### config.mk
export PLATFORM = sky130hd
export DESIGN_NAME = maze_draw_scheduler
export DESIGN_NICKNAME = d
export VERILOG_FILES = /design/src/rtl/maze_draw_scheduler.sv
export SDC_FILE = /design/constraint.sdc
export NUM_CORES = 1
export LEC_CHECK = 0
export BUFFER_PORTS_ARGS = -buffer_cell sky130_fd_sc_hd__buf_2
export CELL_PAD_IN_SITES_DETAIL_PLACEMENT = 1
export CELL_PAD_IN_SITES_GLOBAL_PLACEMENT = 1
export CORE_AREA = 3 3 68 70
export CTS_BUF_LIST = sky130_fd_sc_hd__clkbuf_16
export CTS_CLUSTER_DIAMETER = 150
export DETAILED_ROUTE_END_ITERATION = 10
export DIE_AREA = 0 0 71 73
export PLACE_DENSITY = 0.9
export SLEW_MARGIN = 20
export SYNTH_ARGS = -nofsm -noshare
export SYNTH_HDL_FRONTEND = slang
export SYNTH_SLANG_ARGS = --single-unit
### constraint.sdc
create_clock -name clk -period 2.2 [get_ports clk]
set_input_delay 0.11 -clock clk [delete_from_list [all_inputs] [get_ports clk]]
set_output_delay 0.11 -clock clk [all_outputs]
set_load 0.005 [all_outputs]
### src/rtl/maze_draw_scheduler.sv
// Sequences maze redraws and sprite erase/redraw passes, and muxes the active drawer onto the VGA port.
// Optional per-phase watchdog enabled by defining MAZE_SCHED_WATCHDOG_EN.
module maze_draw_scheduler #(
  parameter int TIMEOUT = 65535
) (
  input  logic       clk,
  input  logic       resetn,
  input  logic       start,
  input  logic       move_req,
  input  logic [8:0] maze_x,
  input  logic [7:0] maze_y,
  input  logic [2:0] maze_colour,
  input  logic       maze_plot,
  input  logic       maze_done,
  input  logic [8:0] spr_x,
  input  logic [7:0] spr_y,
  input  logic [2:0] spr_colour,
  input  logic       spr_plot,
  input  logic       spr_done,
  output logic       maze_en,
  output logic       maze_clr_n,
  output logic       spr_en,
  output logic       spr_erase,
  output logic [8:0] vga_x,
  output logic [7:0] vga_y,
  output logic [2:0] vga_colour,
  output logic       vga_plot,
  output logic       busy,
  output logic       err
);

  typedef enum logic [2:0] {
    IDLE    = 3'd0,
    M_CLR   = 3'd1,
    M_DRAW  = 3'd2,
    S_ERASE = 3'd3,
    S_GAP   = 3'd4,
    S_DRAW  = 3'd5
  } state_t;

  state_t state, state_next;
  logic   pend_maze, pend_move;
  logic   want_maze, want_move;
  logic   timeout;

  // A request arriving this cycle is treated as already pending.
  assign want_maze = pend_maze | start;
  assign want_move = pend_move | move_req;

  // Next-state decode; completion takes priority over a watchdog expiry.
  always_comb begin
    state_next = state;
    case (state)
      IDLE: begin
        if (want_maze) begin
          state_next = M_CLR;
        end else if (want_move) begin
          state_next = S_ERASE;
        end else begin
          state_next = IDLE;
        end
      end
      M_CLR: state_next = M_DRAW;
      M_DRAW: begin
        if (maze_done) begin
          state_next = S_DRAW;
        end else if (timeout) begin
          state_next = IDLE;
        end else begin
          state_next = M_DRAW;
        end
      end
      S_ERASE: begin
        if (spr_done) begin
          state_next = S_GAP;
        end else if (timeout) begin
          state_next = IDLE;
        end else begin
          state_next = S_ERASE;
        end
      end
      S_GAP: state_next = S_DRAW;
      S_DRAW: begin
        if (spr_done || timeout) begin
          state_next = IDLE;
        end else begin
          state_next = S_DRAW;
        end
      end
      default: state_next = IDLE;
    endcase
  end

  // State, pending requests and control outputs registered from the next state.
  always_ff @(posedge clk or negedge resetn) begin
    if (!resetn) begin
      state      <= IDLE;
      pend_maze  <= 1'b0;
      pend_move  <= 1'b0;
      maze_en    <= 1'b0;
      maze_clr_n <= 1'b0;
      spr_en     <= 1'b0;
      spr_erase  <= 1'b0;
      busy       <= 1'b0;
    end else begin
      state      <= state_next;
      pend_maze  <= (state == IDLE && state_next == M_CLR) ? 1'b0 : want_maze;
      // A finished maze redraw always draws the sprite, so a queued move is redundant.
      pend_move  <= ((state == IDLE && state_next == S_ERASE) ||
                     (state == M_DRAW && state_next == S_DRAW)) ? 1'b0 : want_move;
      maze_en    <= (state_next == M_DRAW);
      maze_clr_n <= (state_next != M_CLR);
      spr_en     <= (state_next == S_ERASE) || (state_next == S_DRAW);
      spr_erase  <= (state_next == S_ERASE);
      busy       <= (state_next != IDLE);
    end
  end

  // VGA port mux: the phase owner's pixel appears one cycle later.
  always_ff @(posedge clk or negedge resetn) begin
    if (!resetn) begin
      vga_x      <= 9'd0;
      vga_y      <= 8'd0;
      vga_colour <= 3'd0;
      vga_plot   <= 1'b0;
    end else begin
      case (state)
        M_DRAW: begin
          vga_x      <= maze_x;
          vga_y      <= maze_y;
          vga_colour <= maze_colour;
          vga_plot   <= maze_plot;
        end
        S_ERASE, S_DRAW: begin
          vga_x      <= spr_x;
          vga_y      <= spr_y;
          vga_colour <= spr_colour;
          vga_plot   <= spr_plot;
        end
        default: vga_plot <= 1'b0;
      endcase
    end
  end

`ifdef MAZE_SCHED_WATCHDOG_EN
  localparam logic [15:0] WD_LAST = 16'(TIMEOUT - 1);

  logic [15:0] wd_cnt;
  logic        wd_err;
  logic        counting;
  logic        phase_end;

  assign counting  = (state == M_DRAW) || (state == S_ERASE) || (state == S_DRAW);
  assign phase_end = (state == M_DRAW) ? maze_done : spr_done;
  assign timeout   = counting && (wd_cnt == WD_LAST);
  assign err       = wd_err;

  // Phase watchdog; zero on every phase entry, error flag sticky until reset.
  always_ff @(posedge clk or negedge resetn) begin
    if (!resetn) begin
      wd_cnt <= 16'd0;
      wd_err <= 1'b0;
    end else begin
      if (counting && !phase_end && !timeout) begin
        wd_cnt <= wd_cnt + 16'd1;
      end else begin
        wd_cnt <= 16'd0;
      end
      wd_err <= wd_err | timeout;
    end
  end
`else
  assign timeout = 1'b0;
  assign err     = 1'b0;
`endif

endmodule

==> results of run 1 <==
through the flow:
stage | power [uW] | setup slack, ns
floorplan | 1860 | 0.8974
global placement | 2224 | 0.5059
detailed placement | 2298 | 0.4157
CTS | 2948 | 0.3960
global route | 3176 | 0.2093
finish | 2893 | 0.4177
per-layer routing:
metal / GRT usage (%) / up-vias / wire [um]
met4: 4.384 / 0 / 18
li1: - / 611 / -
met1: 17.60 / 583 / 1514
met3: 4.545 / 2 / 275
met2: 27.39 / 45 / 1971
met5: 0 / - / 0
area by class of cell:
type / count / area (sq um)
sequential: 31 / 775.7
fill: 498 / 2146
inverter: 4 / 15.01
multi-input combinational: 90 / 501.7
clock buffer: 5 / 125.1
clock inverter: 3 / 12.51
tap: 50 / 62.56
timing repair buffer: 76 / 390.4
final timing paths:
path / depth (start not counted) / slack, ns / from / endpoint
hold reg to reg: 2 / 0.47 / vga_colour[0]$_DFFE_PN0P_ / vga_colour[0]$_DFFE_PN0P_
min in group asynchronous: 2 / 0.44 / resetn / vga_x[5]$_DFFE_PN0P_
max in group asynchronous: 2 / 1.31 / resetn / spr_en$_DFF_PN0_
setup reg to reg: 4 / 0.42 / state[2]$_DFF_PN0_ / vga_y[3]$_DFFE_PN0P_
setup / recovery: 4 / 0.42 / state[2]$_DFF_PN0_ / vga_y[3]$_DFFE_PN0P_
hold / removal: 3 / 0.06 / spr_colour[0] / vga_colour[0]$_DFFE_PN0P_
cells by family (layout without fill, tap and decap cells):
| group | Yosys count | after routing | share of synthesized area (%) |
|---|---|---|---|
| and+or+nand+nor | 56 | 56 | 17.57 |
| AOI/OAI and AO/OA | 32 | 32 | 18.40 |
| DFF | 31 | 31 | 57.04 |
| buffers and inverters | 14 | 88 | 6.071 |
| other | 1 | 1 | 0.2757 |
| xor gates and xnor gates | 1 | 1 | 0.6441 |
cell usage in the layout (no fill, tap or decap), types with 2 or more instances in the layout:
cell	synthesis	routed
a211oi_1	2	2
a21oi_1	2	2
a22oi_1	20	20
a31oi_1	2	2
buf_2	6	73
buf_4	2	2
clkbuf_16	0	5
dfrtp_1	31	31
inv_1	3	5
nand2_1	43	43
nand3_1	2	2
nor2_1	6	6
worst max-delay path, cell delays in order, from the launching register on:
cell     delay (ns)
dfrtp_1        0.55
xor2_1         0.22
and2_1         0.67
a22oi_1        0.16
nand2_1        0.11
registers in the layout, indices dropped and copies added (netlist names):
register    count
spr_erase       1
vga_x           9
maze_clr_n      1
vga_plot        1
vga_y           8
spr_en          1
vga_colour      3
busy            1
maze_en         1
pend_maze       1
state           3
pend_move       1
power groups by stage:
stage | logic [uW] | clock network, uW | registers (uW)
3_3_place_gp | 1190 | 0 | 1030
2_1_floorplan | 858 | 0 | 1000
3_5_place_dp | 1250 | 0 | 1050
6_report | 1230 | 625 | 1040
5_1_grt | 1430 | 667 | 1080
4_1_cts | 1260 | 642 | 1040
==> flow_metrics.tcl, run 1 <==
set metrics [dict create \
    status "finished clean" \
    cts.sinks 31 \
    grt_usage_pct 15.25 \
    synth_cell_types 26 \
    place_hpwl_um 2850 \
    grt_pass1_wl_um 6182 \
    clkPwrFrac_pct 21.6 \
    synth.avg_cell_area_sq_um 10.07 \
    dr.pass1.iters 4 \
    synthDominantCellAreaShare_pct 57.04 \
    fin_setup_tns_ns 0 \
    finish.utilization_pct 46.74 \
    place_area_sq_um 1735 \
    fmax_ghz 0.5611 \
    yosysSeqAreaShare_pct 57.04 \
    power_switching_uw 1099 \
    tightest_slew_ns 0.7839 \
    finalMaxSlewViolations 0 \
    cap_violations 0 \
    ios 75 \
    die_h_um 73 \
    clockBufferDepth 2 \
    cts_buffers 5 \
    grt_pass1_vias 1324 \
    synth-edff-count 0 \
    drtIter0Drc 50 \
    clock_latency_ns 0.26 \
    viasPerCell 4.792 \
    cts_tree "done" \
    setup_viol 0 \
    root_buffer "clkbuf_16" \
    synth_area_sq_um 1360 \
    peakVddDrop_v 0.0007395 \
    required_ns 2.40 \
    critPathLaunchType "flip-flop" \
    cellPowerDensity_nw_per_um2 1536 \
    yosysWarnings 0 \
    vias 1241 \
    final.period_utilization_pct 81.01 \
    ctsHoldBuffers 1 \
    postSynth.asyncResetShare_pct 100.0 \
    stdcell_count 259 \
    power.leakage_uw 0.001023 \
    fin_area_sq_um 1883 \
    gp_congestion 0.7558 \
    place_inst 250 \
    crit_fanout 21 \
    wl_per_cell_um 14.59 \
    initial_core_util_pct 33.76 \
    yosysTopAreaCell "dfrtp_1" \
    final_antenna_net_count 0 \
    worst_ep_arrival_time_ns 1.98 \
    hp-class "in2reg" \
    finalHoldViolations 0 \
    area_growth_pct 38.45 \
    synth_most_common_cell "nand2_1" \
    synth_top_flop_cell "dfrtp_1" \
    row_count 23 \
    cts.htree.levels 2 \
    cts.clk_slew.worst_paths_ns 0.05 \
    clock_skew_ns 0.005793 \
    hold_slack_ns 0.05774 \
    die_area_sq_um 5183 \
    antennaDiodeCount 0 \
    port_buffers 73 \
    pwr-share-comb_pct 42.5 \
    wirelength_um 3780 \
    synthCells 135 \
    seq_power_share_pct 35.9 \
    core_sq_um 4029 \
    drive_above_1_share_pct 41.15 \
    synth_common_cells "nand2_1, dfrtp_1, a22oi_1" \
    synth-seq-cells 31 \
    swShare_pct 37.98 \
    grt_max_degree 32 \
    die_w_um 71 \
    antenna_found_initial 0 \
    cts_resized 0 \
    synthesis.nets 183 \
    period_needed_ns 1.782 \
    p_int_uw 1794 \
    synthTopCellsByArea "dfrtp_1, nand2_1, a22oi_1, buf_2, buf_6" \
    post-cts-setup-buffer-count 0 \
    rsz0062_at_grt "false" \
    crit_type "reg2reg" \
    max-slew-margin-rel_pct 47.74 \
    drc 0 \
    end_kind "flip-flop" \
    final_nets 256 \
    overflow 0 \
]
No activity file was read; power rests on OpenSTA's default activity.
==> run 2: changes to the inputs <==
- ABC_AREA: default -> 1
- CORE_AREA: 3 3 68 70 -> 3 3 73 75
- DIE_AREA: 0 0 71 73 -> 0 0 76 78
- PLACE_DENSITY: 0.9 -> 0.85
- clock period: 2.2 -> 1.8 ns (I/O delays scaled with it)
==> flow_metrics.tcl, run 2 <==
set metrics [dict create \
    fmax_ghz 0.6831 \
    cts_buffers 5 \
    initial_core_util_pct 31.89 \
    wirelength_um 3848 \
    area_growth_pct 33.72 \
    max-slew-margin-rel_pct 53.43 \
    grt_pass1_vias 1355 \
    crit_type "reg2reg" \
    final_nets 276 \
    cts_tree "done" \
    status "finished clean" \
    synthesis.nets 202 \
    required_ns 2.00 \
    hp-class "in2reg" \
    synth_cell_types 22 \
    cts.htree.levels 2 \
    drive_above_1_share_pct 45.85 \
    grt_pass1_wl_um 6472 \
    yosysWarnings 0 \
    clockBufferDepth 2 \
    final.period_utilization_pct 81.33 \
    cellPowerDensity_nw_per_um2 1824 \
    overflow 0 \
    final_common_cell "buf_2" \
    wl_per_cell_um 13.00 \
    row_count 25 \
    root_buffer "clkbuf_16" \
    power.leakage_uw 0.001105 \
    ios 75 \
    peakVddDrop_v 0.0005177 \
    cts.clk_slew.worst_paths_ns 0.05 \
    synth_common_cells "nand2_1, dfrtp_1, a22oi_1" \
    die_h_um 78 \
    yosysSeqAreaShare_pct 51.50 \
    rsz0062_at_grt "false" \
    largest_reg_flops 9 \
    worst_ep_arrival_time_ns 1.67 \
    synthTopCellsByArea "dfrtp_1, nand2_1, a22oi_1, a22oi_2, buf_6" \
    crit_fanout 20 \
    top_regs "vga_x (9), vga_y (8)" \
    hold_slack_ns 0.03344 \
    synth-seq-cells 31 \
    die_area_sq_um 5928 \
    layout_common_cells "buf_2, nand2_1, dfrtp_1" \
    gp_congestion 0.7221 \
    vias 1294 \
    finalMaxSlewViolations 0 \
    cts_resized 0 \
    post-cts-setup-buffer-count 0 \
    synth_area_sq_um 1506 \
    grt_max_degree 32 \
    synthCells 154 \
    synth-edff-count 0 \
    cts.sinks 31 \
    synth.avg_cell_area_sq_um 9.782 \
    cap_violations 0 \
    final_antenna_net_count 0 \
    antenna_found_initial 0 \
    core_sq_um 4723 \
    finalHoldViolations 0 \
    regMostFlops "vga_x" \
    end_kind "flip-flop" \
    die_w_um 76 \
    dr.pass1.iters 4 \
    synth_most_common_cell "nand2_1" \
    viasPerCell 4.372 \
    port_buffers 73 \
    fin_setup_tns_ns 0 \
    postSynth.asyncResetShare_pct 100.0 \
    drc 0 \
    synthDominantCellAreaShare_pct 51.50 \
    drtIter0Drc 60 \
    period_needed_ns 1.464 \
    yosysTopAreaCell "dfrtp_1" \
    critPathLaunchType "flip-flop" \
    tightest_slew_ns 0.6986 \
    antennaDiodeCount 0 \
    clock_skew_ns 0.002974 \
    fillerInstances 566 \
    place_hpwl_um 2985 \
    setup_viol 0 \
    grt_usage_pct 13.75 \
    clock_latency_ns 0.27 \
    synth_top_flop_cell "dfrtp_1" \
]
==> run 2: cell families after synthesis <==
family	synth area share, %
other	0.2489
and+or+nand+nor	24.92
buffers and inverters	10.22
AOI/OAI and AO/OA	13.12
DFF	51.49
==> run 2: layout make-up <==
class,count,area (sq um),share of cell area [%]
repair buffers,76,390.4,19.38
multi-input cells,101,576.8,28.63
clock inverters,3,11.26,0.5590
well taps,67,83.83,4.161
clock buffers,5,125.1,6.211
flip-flops and latches,31,775.7,38.51
inverters,13,51.30,2.547
==> run 2: power by group <==
| part | total [uW] | internal, uW | switching [uW] | leakage, uW |
|---|---|---|---|---|
| combinational | 1660 | 675 | 982 | 0.000660 |
| sequential | 1260 | 1050 | 213 | 0.000375 |
| clock | 758 | 495 | 263 | 0.0000701 |
==> run 2: metrics by stage <==
stage / worst slack [ns] / instances / power, uW / utilization, % / instance area (sq um)
floorplan: 0.6633 / 154 / 2531 / - / 1506
global placement: 0.4276 / 287 / 2874 / 39.55 / 1868
detailed placement: 0.3240 / 287 / 2970 / 39.55 / 1868
CTS: 0.3015 / 296 / 3765 / 42.65 / 2014
global route: 0.1753 / 296 / 4029 / 42.65 / 2014
finish: 0.3361 / 296 / 3674 / 42.65 / 2014
==> run 2: worst max-delay path, stage by stage (launching register included) <==
cell and delay, ns:
dfrtp_1 0.54, inv_2 0.09, nand3_1 0.13, nand2_4 0.07
nor2_4 0.37, nand2_1 0.11, nand2_1 0.09
==> run 2: metal layers <==
metal | vias to the layer above | share of wire [%] | routed length, um | track usage (%)
met5 | - | 0 | 0 | 0
met1 | 595 | 42 | 1624 | 16.36
li1 | 642 | - | - | -
met4 | 0 | 0.29 | 11 | 3.261
met3 | 2 | 8.0 | 306 | 5.336
met2 | 55 | 50 | 1907 | 23.49
==> run 2: what timing repair did <==
action	in CTS	in global routing
endpoints found under the setup margin	0	0
hold endpoints to repair	31	0
hold buffers	1	0
==> run 2: final timing paths <==
path,slack (ns),cells past startpoint,to,startpoint
setup / recovery,0.34,6,vga_y[4]$_DFFE_PN0P_,state[1]$_DFF_PN0_
hold / removal,0.03,3,vga_x[1]$_DFFE_PN0P_,spr_x[1]
setup reg to reg,0.34,6,vga_y[4]$_DFFE_PN0P_,state[1]$_DFF_PN0_
hold reg to reg,0.47,2,vga_x[3]$_DFFE_PN0P_,vga_x[3]$_DFFE_PN0P_
max in group asynchronous,0.94,2,spr_en$_DFF_PN0_,resetn
min in group asynchronous,0.41,2,pend_maze$_DFF_PN0_,resetn
==> run 3: changes to the inputs <==
- clock period: 1.8 -> 1.35 ns (I/O delays scaled with it)
==> flow_metrics.tcl, run 3 (same netlist as run 2, synthesis figures left out) <==
set metrics [dict create \
    status "finished clean" \
    final_common_cell "buf_2" \
    holdPathStages 3 \
    grt_pass1_vias 1486 \
    grt_max_degree 18 \
    grt_util_met3_pct 4.408 \
    crit_fanout 6 \
    fin_setup_tns_ns 0 \
    peakVddDrop_v 0.0008857 \
    final.period_utilization_pct 94.56 \
    grt_busiest_layer "met2" \
    cts.clk_slew.worst_paths_ns 0.05 \
    finish.utilization_pct 45.46 \
    layout_common_cells "buf_2, nand2_1, dfrtp_1" \
    r2r_cells 8 \
    final_antenna_net_count 0 \
    cap_violations 0 \
    ios 75 \
    fin_area_sq_um 2147 \
    top_regs "vga_x (9), vga_y (8)" \
    cts_buffers 5 \
    wl_per_cell_um 13.64 \
    wirelength_um 4186 \
    die_h_um 78 \
    clockBufferDepth 2 \
    critical_path.slowest_cell "dfrtp_1" \
    finalPower_uw 5380 \
    cp_cell_sequence "buf_4 > nand2_1 > nand3_1 > nand2_1 > nor2_4 > nand2_2 > nor2_4 > nor2_1" \
    critPathLaunchType "flip-flop" \
    finalHoldViolations 0 \
    cts.sinks 31 \
    antennaDiodeCount 0 \
    fmax_ghz 0.7833 \
    viasPerCell 4.456 \
    initial_core_util_pct 31.89 \
    path_delay_family "simple AND/OR/NAND/NOR gates" \
    place_area_sq_um 1911 \
    clock_latency_ns 0.27 \
    root_buffer "clkbuf_16" \
    worst-path-buf-inv 1 \
    vias 1368 \
    row_count 25 \
    crit_cells 8 \
    finalMaxSlewViolations 0 \
    end_kind "flip-flop" \
    largest_reg_flops 9 \
    antenna_found_initial 0 \
    die_area_sq_um 5928 \
    drtIter0Drc 29 \
    required_ns 1.50 \
    overflow 0 \
    rsz0062_at_grt "true" \
    cts_tree "done" \
    final_nets 287 \
    worst_ep_arrival_time_ns 1.42 \
    use_met2_pct 27.57 \
    core_sq_um 4723 \
    period_needed_ns 1.277 \
    hold_slack_ns 0.01395 \
    grt_usage_pct 15.06 \
    crit_type "reg2reg" \
    met1_usage_pct 16.98 \
    drc 0 \
    regMostFlops "vga_x" \
    place_hpwl_um 3202 \
    grt_pass1_wl_um 7093 \
    clock_skew_ns 0.005284 \
    die_w_um 76 \
    hp-class "in2reg" \
    setup_viol 0 \
    port_buffers 73 \
    area_growth_pct 42.52 \
    dr.pass1.iters 4 \
    power.leakage_uw 0.001176 \
    gp_congestion 0.8403 \
    drive_above_1_share_pct 49.58 \
    cellPowerDensity_nw_per_um2 2506 \
    cts.htree.levels 2 \
    max_stage_delay_ns 0.40 \
]
## run 3: worst register-to-register path, stage by stage (launching register included)
cell	delay, ns
dfrtp_1	0.40
buf_4	0.17
nand2_1	0.05
nand3_1	0.06
nand2_1	0.09
nor2_4	0.16
nand2_2	0.08
nor2_4	0.10
nor2_1	0.05
## run 3: layout make-up
| cell class | instances | area [sq um] |
|---|---|---|
| Tap cell | 67 | 83.83 |
| Inverter | 13 | 51.30 |
| Clock inverter | 3 | 12.51 |
| Sequential cell | 31 | 777.0 |
| Clock buffer | 5 | 125.1 |
| Multi-Input combinational cell | 102 | 603.1 |
| Fill cell | 565 | 2576 |
| Timing Repair Buffer | 86 | 494.2 |
## run 3: through the flow
step | worst slack (ns) | instances
after floorplan | 0.2133 | 154
after global placement | 0.02895 | 291
final | 0.07341 | 307
after global routing | -0.03373 | 307
after detailed placement | -0.03899 | 291
after CTS | 0.01772 | 303
## run 3: power by group
| group | leakage (uW) | total, uW | switching, uW | internal [uW] |
|---|---|---|---|---|
| logic | 0.000725 | 2700 | 1490 | 1210 |
| clock network | 0.0000762 | 1010 | 349 | 662 |
| registers | 0.000374 | 1660 | 264 | 1400 |
| total | 0.00118 | 5380 | 2100 | 3280 |
## run 3: what timing repair did
action	CTS	global route
hold buffers	1	0
pin swaps	0	2
cloned	1	0
hold endpoints to repair	16	0
setup endpoints to repair	22	22
setup buffers	2	4
resized for setup	1	5
## run 3: path summary, 6_finish.rpt
path	start	end	slack (ns)
max	state[1]$_DFF_PN0_	pend_maze$_DFF_PN0_	0.07
min	spr_y[3]	vga_y[3]$_DFFE_PN0P_	0.01
max reg2reg	state[1]$_DFF_PN0_	pend_maze$_DFF_PN0_	0.07
min reg2reg	vga_colour[2]$_DFFE_PN0P_	vga_colour[2]$_DFFE_PN0P_	0.48
max in group asynchronous	resetn	state[0]$_DFF_PN0_	0.64
min in group asynchronous	resetn	vga_y[5]$_DFFE_PN0P_	0.27
## run 3: per-layer routing
layer	part of all wire (%)	wire (um)
met2	53	2199
met5	0	0
met3	5.9	248
met4	1.4	57
met1	40	1680
